--- src/rtl/alu_seq_driver.sv ---
// -----------------------------------------------------------------------------
// alu_seq_driver
//
// Sequential command front-end for a 32-bit unsigned combinational ALU.
//
// A tagged command is accepted over a valid/ready handshake and registered
// onto the ALU input ports (issue stage). One cycle later the ALU's
// combinational result is captured into a response FIFO, which is returned
// over a second valid/ready handshake. A running carry register lets
// consecutive ADDs be chained into multi-word additions. A chained ADD that
// directly follows another ADD takes the carry forwarded from the ALU, so
// there is no bubble between words.
//
// Flow control is credit based. A command is accepted only when the FIFO
// entries plus the in-flight issue leave room for it. As a result, a push
// into a full FIFO cannot happen, and cmd_ready has no combinational
// dependence on rsp_ready.
//
// Optional feature (compile-time macro ALU_SEQ_ZERO_FLAG_EN):
//   defined   - each FIFO entry also stores (alu_result == 0), presented on
//               rsp_zero for the head entry.
//   undefined - no zero storage; rsp_zero is tied to 0.
//
// Parameters:
//   TAG_W      width of the command/response tag
//   RSP_DEPTH  response FIFO depth (power of two, >= 2)
//
// Ports:
//   clk, rst          clock (rising edge), asynchronous active-high reset
//   cmd_valid/ready   command handshake; accepted at edge with both high
//   cmd_op/a/b        ALU opcode (000 NOT ... 111 ADD) and operands
//   cmd_cin           carry-in for an unchained ADD
//   cmd_chain         ADD only: use the running carry instead of cmd_cin
//   cmd_tag           returned unchanged with the response
//   alu_opcode/a/b/cin  registered ALU inputs
//   alu_result/cout   combinational ALU outputs
//   rsp_valid/ready   response handshake; head popped at edge with both high
//   rsp_result/cout/zero/tag  FIFO head fields (don't-care while empty)
//   carry_q           running carry (last captured ADD carry-out)
//   busy              issue stage occupied or responses pending
// -----------------------------------------------------------------------------
module alu_seq_driver #(
  parameter int unsigned TAG_W     = 4,
  parameter int unsigned RSP_DEPTH = 4
) (
  input  logic             clk,
  input  logic             rst,

  input  logic             cmd_valid,
  output logic             cmd_ready,
  input  logic [2:0]       cmd_op,
  input  logic [31:0]      cmd_a,
  input  logic [31:0]      cmd_b,
  input  logic             cmd_cin,
  input  logic             cmd_chain,
  input  logic [TAG_W-1:0] cmd_tag,

  output logic [2:0]       alu_opcode,
  output logic [31:0]      alu_a,
  output logic [31:0]      alu_b,
  output logic             alu_cin,
  input  logic [31:0]      alu_result,
  input  logic             alu_cout,

  output logic             rsp_valid,
  input  logic             rsp_ready,
  output logic [31:0]      rsp_result,
  output logic             rsp_cout,
  output logic             rsp_zero,
  output logic [TAG_W-1:0] rsp_tag,

  output logic             carry_q,
  output logic             busy
);

  localparam int unsigned PtrW = (RSP_DEPTH > 1) ? $clog2(RSP_DEPTH) : 1;
  localparam int unsigned CntW = PtrW + 1;
  localparam int unsigned OccW = CntW + 1;
  localparam logic [OccW-1:0] DepthOcc = OccW'(RSP_DEPTH);
  localparam logic [2:0] OpAdd = 3'b111;

  // ---------------------------------------------------------------------------
  // State
  // ---------------------------------------------------------------------------
  logic             iss_v_q, iss_v_d;
  logic [TAG_W-1:0] iss_tag_q, iss_tag_d;
  logic [2:0]       alu_opcode_q, alu_opcode_d;
  logic [31:0]      alu_a_q, alu_a_d;
  logic [31:0]      alu_b_q, alu_b_d;
  logic             alu_cin_q, alu_cin_d;
  logic             carry_d;

  logic [PtrW-1:0]  wr_ptr_q, wr_ptr_d;
  logic [PtrW-1:0]  rd_ptr_q, rd_ptr_d;
  logic [CntW-1:0]  count_q, count_d;

  // FIFO storage (no reset needed; validity comes from count_q)
  logic [31:0]      res_mem [RSP_DEPTH];
  logic             cout_mem[RSP_DEPTH];
  logic [TAG_W-1:0] tag_mem [RSP_DEPTH];
`ifdef ALU_SEQ_ZERO_FLAG_EN
  logic             zero_mem[RSP_DEPTH];
`endif

  // ---------------------------------------------------------------------------
  // Handshakes and credits
  // ---------------------------------------------------------------------------
  logic [OccW-1:0] occ;
  logic            accept;
  logic            push;
  logic            pop;
  logic            iss_is_add;
  logic            cin_res;

  // The in-flight issue counts against FIFO space, so a push always finds
  // room. This uses registered state only.
  assign occ        = {1'b0, count_q} + {{CntW{1'b0}}, iss_v_q};
  assign cmd_ready  = (occ < DepthOcc);
  assign accept     = cmd_valid & cmd_ready;

  assign rsp_valid  = (count_q != '0);
  assign push       = iss_v_q;
  assign pop        = rsp_valid & rsp_ready;
  assign busy       = iss_v_q | rsp_valid;

  assign iss_is_add = iss_v_q & (alu_opcode_q == OpAdd);

  // Resolve the carry-in at accept. A chained ADD right behind another ADD
  // takes the carry from the ALU this cycle, because carry_q only updates
  // at this edge.
  always_comb begin
    cin_res = 1'b0;
    if (cmd_op == OpAdd) begin
      if (!cmd_chain) begin
        cin_res = cmd_cin;
      end else if (iss_is_add) begin
        cin_res = alu_cout;
      end else begin
        cin_res = carry_q;
      end
    end
  end

  // ---------------------------------------------------------------------------
  // Next-state logic
  // ---------------------------------------------------------------------------
  always_comb begin
    iss_v_d      = accept;
    iss_tag_d    = iss_tag_q;
    alu_opcode_d = alu_opcode_q;
    alu_a_d      = alu_a_q;
    alu_b_d      = alu_b_q;
    alu_cin_d    = alu_cin_q;
    if (accept) begin
      iss_tag_d    = cmd_tag;
      alu_opcode_d = cmd_op;
      alu_a_d      = cmd_a;
      alu_b_d      = cmd_b;
      alu_cin_d    = cin_res;
    end
  end

  always_comb begin
    carry_d = carry_q;
    if (iss_is_add) begin
      carry_d = alu_cout;
    end
  end

  always_comb begin
    wr_ptr_d = wr_ptr_q;
    rd_ptr_d = rd_ptr_q;
    count_d  = count_q;
    if (push) begin
      wr_ptr_d = wr_ptr_q + 1'b1;
    end
    if (pop) begin
      rd_ptr_d = rd_ptr_q + 1'b1;
    end
    unique case ({push, pop})
      2'b10:   count_d = count_q + CntW'(1);
      2'b01:   count_d = count_q - CntW'(1);
      default: count_d = count_q;
    endcase
  end

  // ---------------------------------------------------------------------------
  // Registers
  // ---------------------------------------------------------------------------
  always_ff @(posedge clk or posedge rst) begin
    if (rst) begin
      iss_v_q      <= 1'b0;
      iss_tag_q    <= '0;
      alu_opcode_q <= 3'b000;
      alu_a_q      <= '0;
      alu_b_q      <= '0;
      alu_cin_q    <= 1'b0;
      carry_q      <= 1'b0;
      wr_ptr_q     <= '0;
      rd_ptr_q     <= '0;
      count_q      <= '0;
    end else begin
      iss_v_q      <= iss_v_d;
      iss_tag_q    <= iss_tag_d;
      alu_opcode_q <= alu_opcode_d;
      alu_a_q      <= alu_a_d;
      alu_b_q      <= alu_b_d;
      alu_cin_q    <= alu_cin_d;
      carry_q      <= carry_d;
      wr_ptr_q     <= wr_ptr_d;
      rd_ptr_q     <= rd_ptr_d;
      count_q      <= count_d;
    end
  end

  // Capture stage: the ALU output for the issued command is written at the
  // edge after issue.
  always_ff @(posedge clk) begin
    if (push) begin
      res_mem[wr_ptr_q]  <= alu_result;
      cout_mem[wr_ptr_q] <= alu_cout;
      tag_mem[wr_ptr_q]  <= iss_tag_q;
`ifdef ALU_SEQ_ZERO_FLAG_EN
      zero_mem[wr_ptr_q] <= (alu_result == 32'd0);
`endif
    end
  end

  // ---------------------------------------------------------------------------
  // Outputs
  // ---------------------------------------------------------------------------
  assign alu_opcode = alu_opcode_q;
  assign alu_a      = alu_a_q;
  assign alu_b      = alu_b_q;
  assign alu_cin    = alu_cin_q;

  assign rsp_result = res_mem[rd_ptr_q];
  assign rsp_cout   = cout_mem[rd_ptr_q];
  assign rsp_tag    = tag_mem[rd_ptr_q];
`ifdef ALU_SEQ_ZERO_FLAG_EN
  assign rsp_zero   = zero_mem[rd_ptr_q];
`else
  assign rsp_zero   = 1'b0;
`endif

endmodule
--- config.mk ---
export PLATFORM = sky130hd
export DESIGN_NAME = alu_seq_driver
export DESIGN_NICKNAME = d
export VERILOG_FILES = /design/src/rtl/alu_seq_driver.sv
export SDC_FILE = /design/constraint.sdc
export NUM_CORES = 1
export LEC_CHECK = 0
export ABC_AREA = 1
export BUFFER_PORTS_ARGS = -buffer_cell sky130_fd_sc_hd__buf_2
export CORE_ASPECT_RATIO = 0.5
export CORE_UTILIZATION = 35
export CTS_BUF_LIST = sky130_fd_sc_hd__clkbuf_8
export CTS_CLUSTER_DIAMETER = 200
export DETAILED_ROUTE_END_ITERATION = 12
export PLACE_DENSITY_LB_ADDON = 0.08
export SETUP_SLACK_MARGIN = 0.15
export SLEW_MARGIN = 20
export SYNTH_ARGS = -nofsm -noshare
export SYNTH_HDL_FRONTEND = slang
export SYNTH_SLANG_ARGS = --single-unit
--- constraint.sdc ---
create_clock -name clk -period 3.4 [get_ports clk]
set_input_delay 0.51 -clock clk [delete_from_list [all_inputs] [get_ports clk]]
set_output_delay 0.51 -clock clk [all_outputs]
set_load 0.005 [all_outputs]
==> results.json <==
{
  "clock.fmax_ghz": 0.358,
  "h-tree-depth": 2,
  "ys_warn_count": 0,
  "worstSetupStartpoint": "rd_ptr_q[0]",
  "finalNetCount": 1072,
  "routed_wl_um": 21400,
  "post_synth.cell_area_avg_um2": 12.1,
  "crit_required_ns": 2.89,
  "r2r_cells": 4,
  "crit_end": "rsp_result[12]",
  "start_util": 0.361,
  "clk_latency_ns": 0.52,
  "die_w_um": 226,
  "rsz0062_at_grt": "false",
  "cap_violations": 0,
  "postRouteAntennaNets": 0,
  "crit_arrival_ns": 2.28,
  "finalMaxSlewViolations": 0,
  "dr.pass1.iters": 5,
  "root_buffer": "clkbuf_8",
  "critPathMaxFanout": 52,
  "antenna_cells": 0,
  "io_buffers": 218,
  "utilization": 0.444,
  "drc": 0,
  "critical_path_class": "register to primary output",
  "core_um2": 24300,
  "yosysSeqAreaShare": 0.739,
  "cts_buffer_depth": 3,
  "fin_area_um2": 10800,
  "grt_pass1_wl_um": 33300,
  "synth_area_um2": 8760,
  "antenna_found_initial": 1,
  "synth_nets": 843,
  "dieArea_um2": 25700,
  "gr-total-overflow": 0,
  "ff2ff_setup_slack_ns": 1.22,
  "holdWs_ns": 0.112,
  "synthCells": 727,
  "end_kind": "primary output",
  "reg2reg_from": "wr_ptr_q[0]",
  "cts_setup_buffers": 0,
  "ys_seq_elements": 229,
  "area_delta_synth_final_pct": 23.1,
  "via_count": 5971,
  "clock_skew_ns": 0.0115,
  "worstHoldPathType": "primary input to async pin",
  "hpwl_um": 13400,
  "drt-initial-drc-count": 291,
  "drive_above_1_share": 0.289,
  "worstMarginPinSlew_ns": 0.856,
  "p_total_mw": 9.29,
  "p_per_area_nw_per_um2": 862,
  "wl_per_cell_um": 16.2,
  "placedInstanceArea_um2": 10100,
  "clock_sinks": 229,
  "relSlewSlack": 0.426,
  "cts_tree": "yes",
  "fin_tns_setup_ns": 0,
  "die_y_um": 114,
  "ir_drop_mv": 0.396,
  "rows": 40,
  "cts-buffers-inserted": 35,
  "setup_viol": 0,
  "p_leak_nw": 4.76,
  "period_needed_ns": 2.79,
  "status": "finished clean",
  "r2r_end": "res_mem[3][7]",
  "finalCritPeriodShare": 0.821,
  "gp_congestion": 0.727,
  "grt_pass1_vias": 6006,
  "synth_cell_type_count": 28,
  "grt_max_degree": 74,
  "via_per_inst": 4.54,
  "grt_usage": 0.169,
  "ios": 220,
  "cts_hold_buf": 0,
  "clk_pin_slew_ns": 0.06,
  "critPathLaunchType": "register",
  "post_cts_resized": 0,
  "hold_viol": 0
}
sequential cells by signal, summed over array words and instances (netlist names), 3 cells and up:
| register | count |
|---|---|
| alu_a | 32 |
| res_mem | 128 |
| cout_mem | 4 |
| alu_opcode | 3 |
| count_q | 3 |
| tag_mem | 16 |
| iss_tag_q | 4 |
| alu_b | 32 |
how the worst min path moves through the flow:
stage              from        end  slack (ns)
5_1_grt             rst  alu_b[17]        0.14
3_5_place_dp   alu_a[3]   alu_a[3]        0.46
3_3_place_gp   alu_a[1]   alu_a[1]        0.46
6_report            rst  alu_a[22]        0.11
4_1_cts             rst  alu_a[21]         0.1
2_1_floorplan  alu_a[0]   alu_a[0]        0.47
stage by stage:
step	setup slack, ns	std cells
6_report	0.607	1316
2_1_floorplan	0.810	727
3_5_place_dp	1.07	1255
4_1_cts	0.495	1316
5_1_grt	0.386	1316
3_3_place_gp	1.08	1255
per-layer routing:
| layer | GRT usage | share of wire | vias to the layer above |
|---|---|---|---|
| met5 | 0 | 0.00061 | - |
| met2 | 0.261 | 0.46 | 159 |
| met1 | 0.227 | 0.46 | 2867 |
| met3 | 0.0611 | 0.074 | 22 |
| li1 | - | - | 2921 |
| met4 | 0.0426 | 0.012 | 2 |
Yosys cell counts:
master,count,share of area
o21bai_1,1,0.00086
nand4_1,2,0.0014
edfxtp_1,148,0.51
a21oi_1,1,0.00057
nor2_1,76,0.033
nand2_2,1,0.00071
dfrtp_1,81,0.23
o22ai_1,37,0.026
clkbuf_1,15,0.0064
nand2_1,228,0.098
buf_4,9,0.0077
inv_6,1,0.0010
xnor2_1,1,0.0010
nand3_2,1,0.0011
inv_2,1,0.00043
o21ai_1,10,0.0057
inv_4,1,0.00071
inv_1,14,0.0060
ha_1,5,0.0071
conb_1,1,0.00043
clkbuf_2,1,0.00057
fa_1,1,0.0023
o21ai_0,69,0.039
buf_6,8,0.010
nand2_8,1,0.0023
buf_2,7,0.0040
xor2_1,3,0.0030
nand3_1,3,0.0017
layout make-up:
class	count	area (um^2)
multi-input cells	441	1970
inverters	17	72.6
well taps	336	420
repair buffers	232	1210
clock buffers	41	564
clock inverters	20	83.8
fillers	2370	13500
flip-flops and latches	229	6470
cell usage in the layout, fill, tap and decap left out, drive strengths merged:
| cell type | n |
|---|---|
| dfrtp | 81 |
| ha | 5 |
| a21oi | 1 |
| conb | 1 |
| o22ai | 37 |
| fa | 1 |
| buf | 232 |
| o21ai | 79 |
| xnor2 | 1 |
| edfxtp | 148 |
| clkinvlp | 1 |
| nand2 | 230 |
| clkbuf | 41 |
| nand4 | 2 |
| nand3 | 4 |
| nor2 | 76 |
| inv | 28 |
| clkinv | 8 |
| xor2 | 3 |
| o21bai | 1 |
power by group:
group / internal (mW) / switching, mW / total, mW
logic: 1.16 / 1.83 / 2.99
registers: 3.75 / 0.404 / 4.16
clock network: 1.10 / 1.06 / 2.15
worst max-delay path, cell delays in order (launching register included):
cell	delay, ns
dfrtp_2	0.58
inv_2	0.40
buf_12	0.28
nor2_1	0.09
o22ai_1	0.23
buf_2	0.15
cells by family (layout without fill, tap and decap cells):
group / after synthesis / count (layout) / synth area share
other: 1 / 1 / 0.000428
XOR/XNOR: 4 / 4 / 0.00400
adder cells (fa/ha/maj): 6 / 6 / 0.00942
AO/OA/AOI/OAI: 118 / 118 / 0.0730
flip-flops: 229 / 229 / 0.739
buffers and inverters: 57 / 310 / 0.0371
AND/OR/NAND/NOR: 312 / 312 / 0.138
No activity file was read; power rests on OpenSTA's default activity.
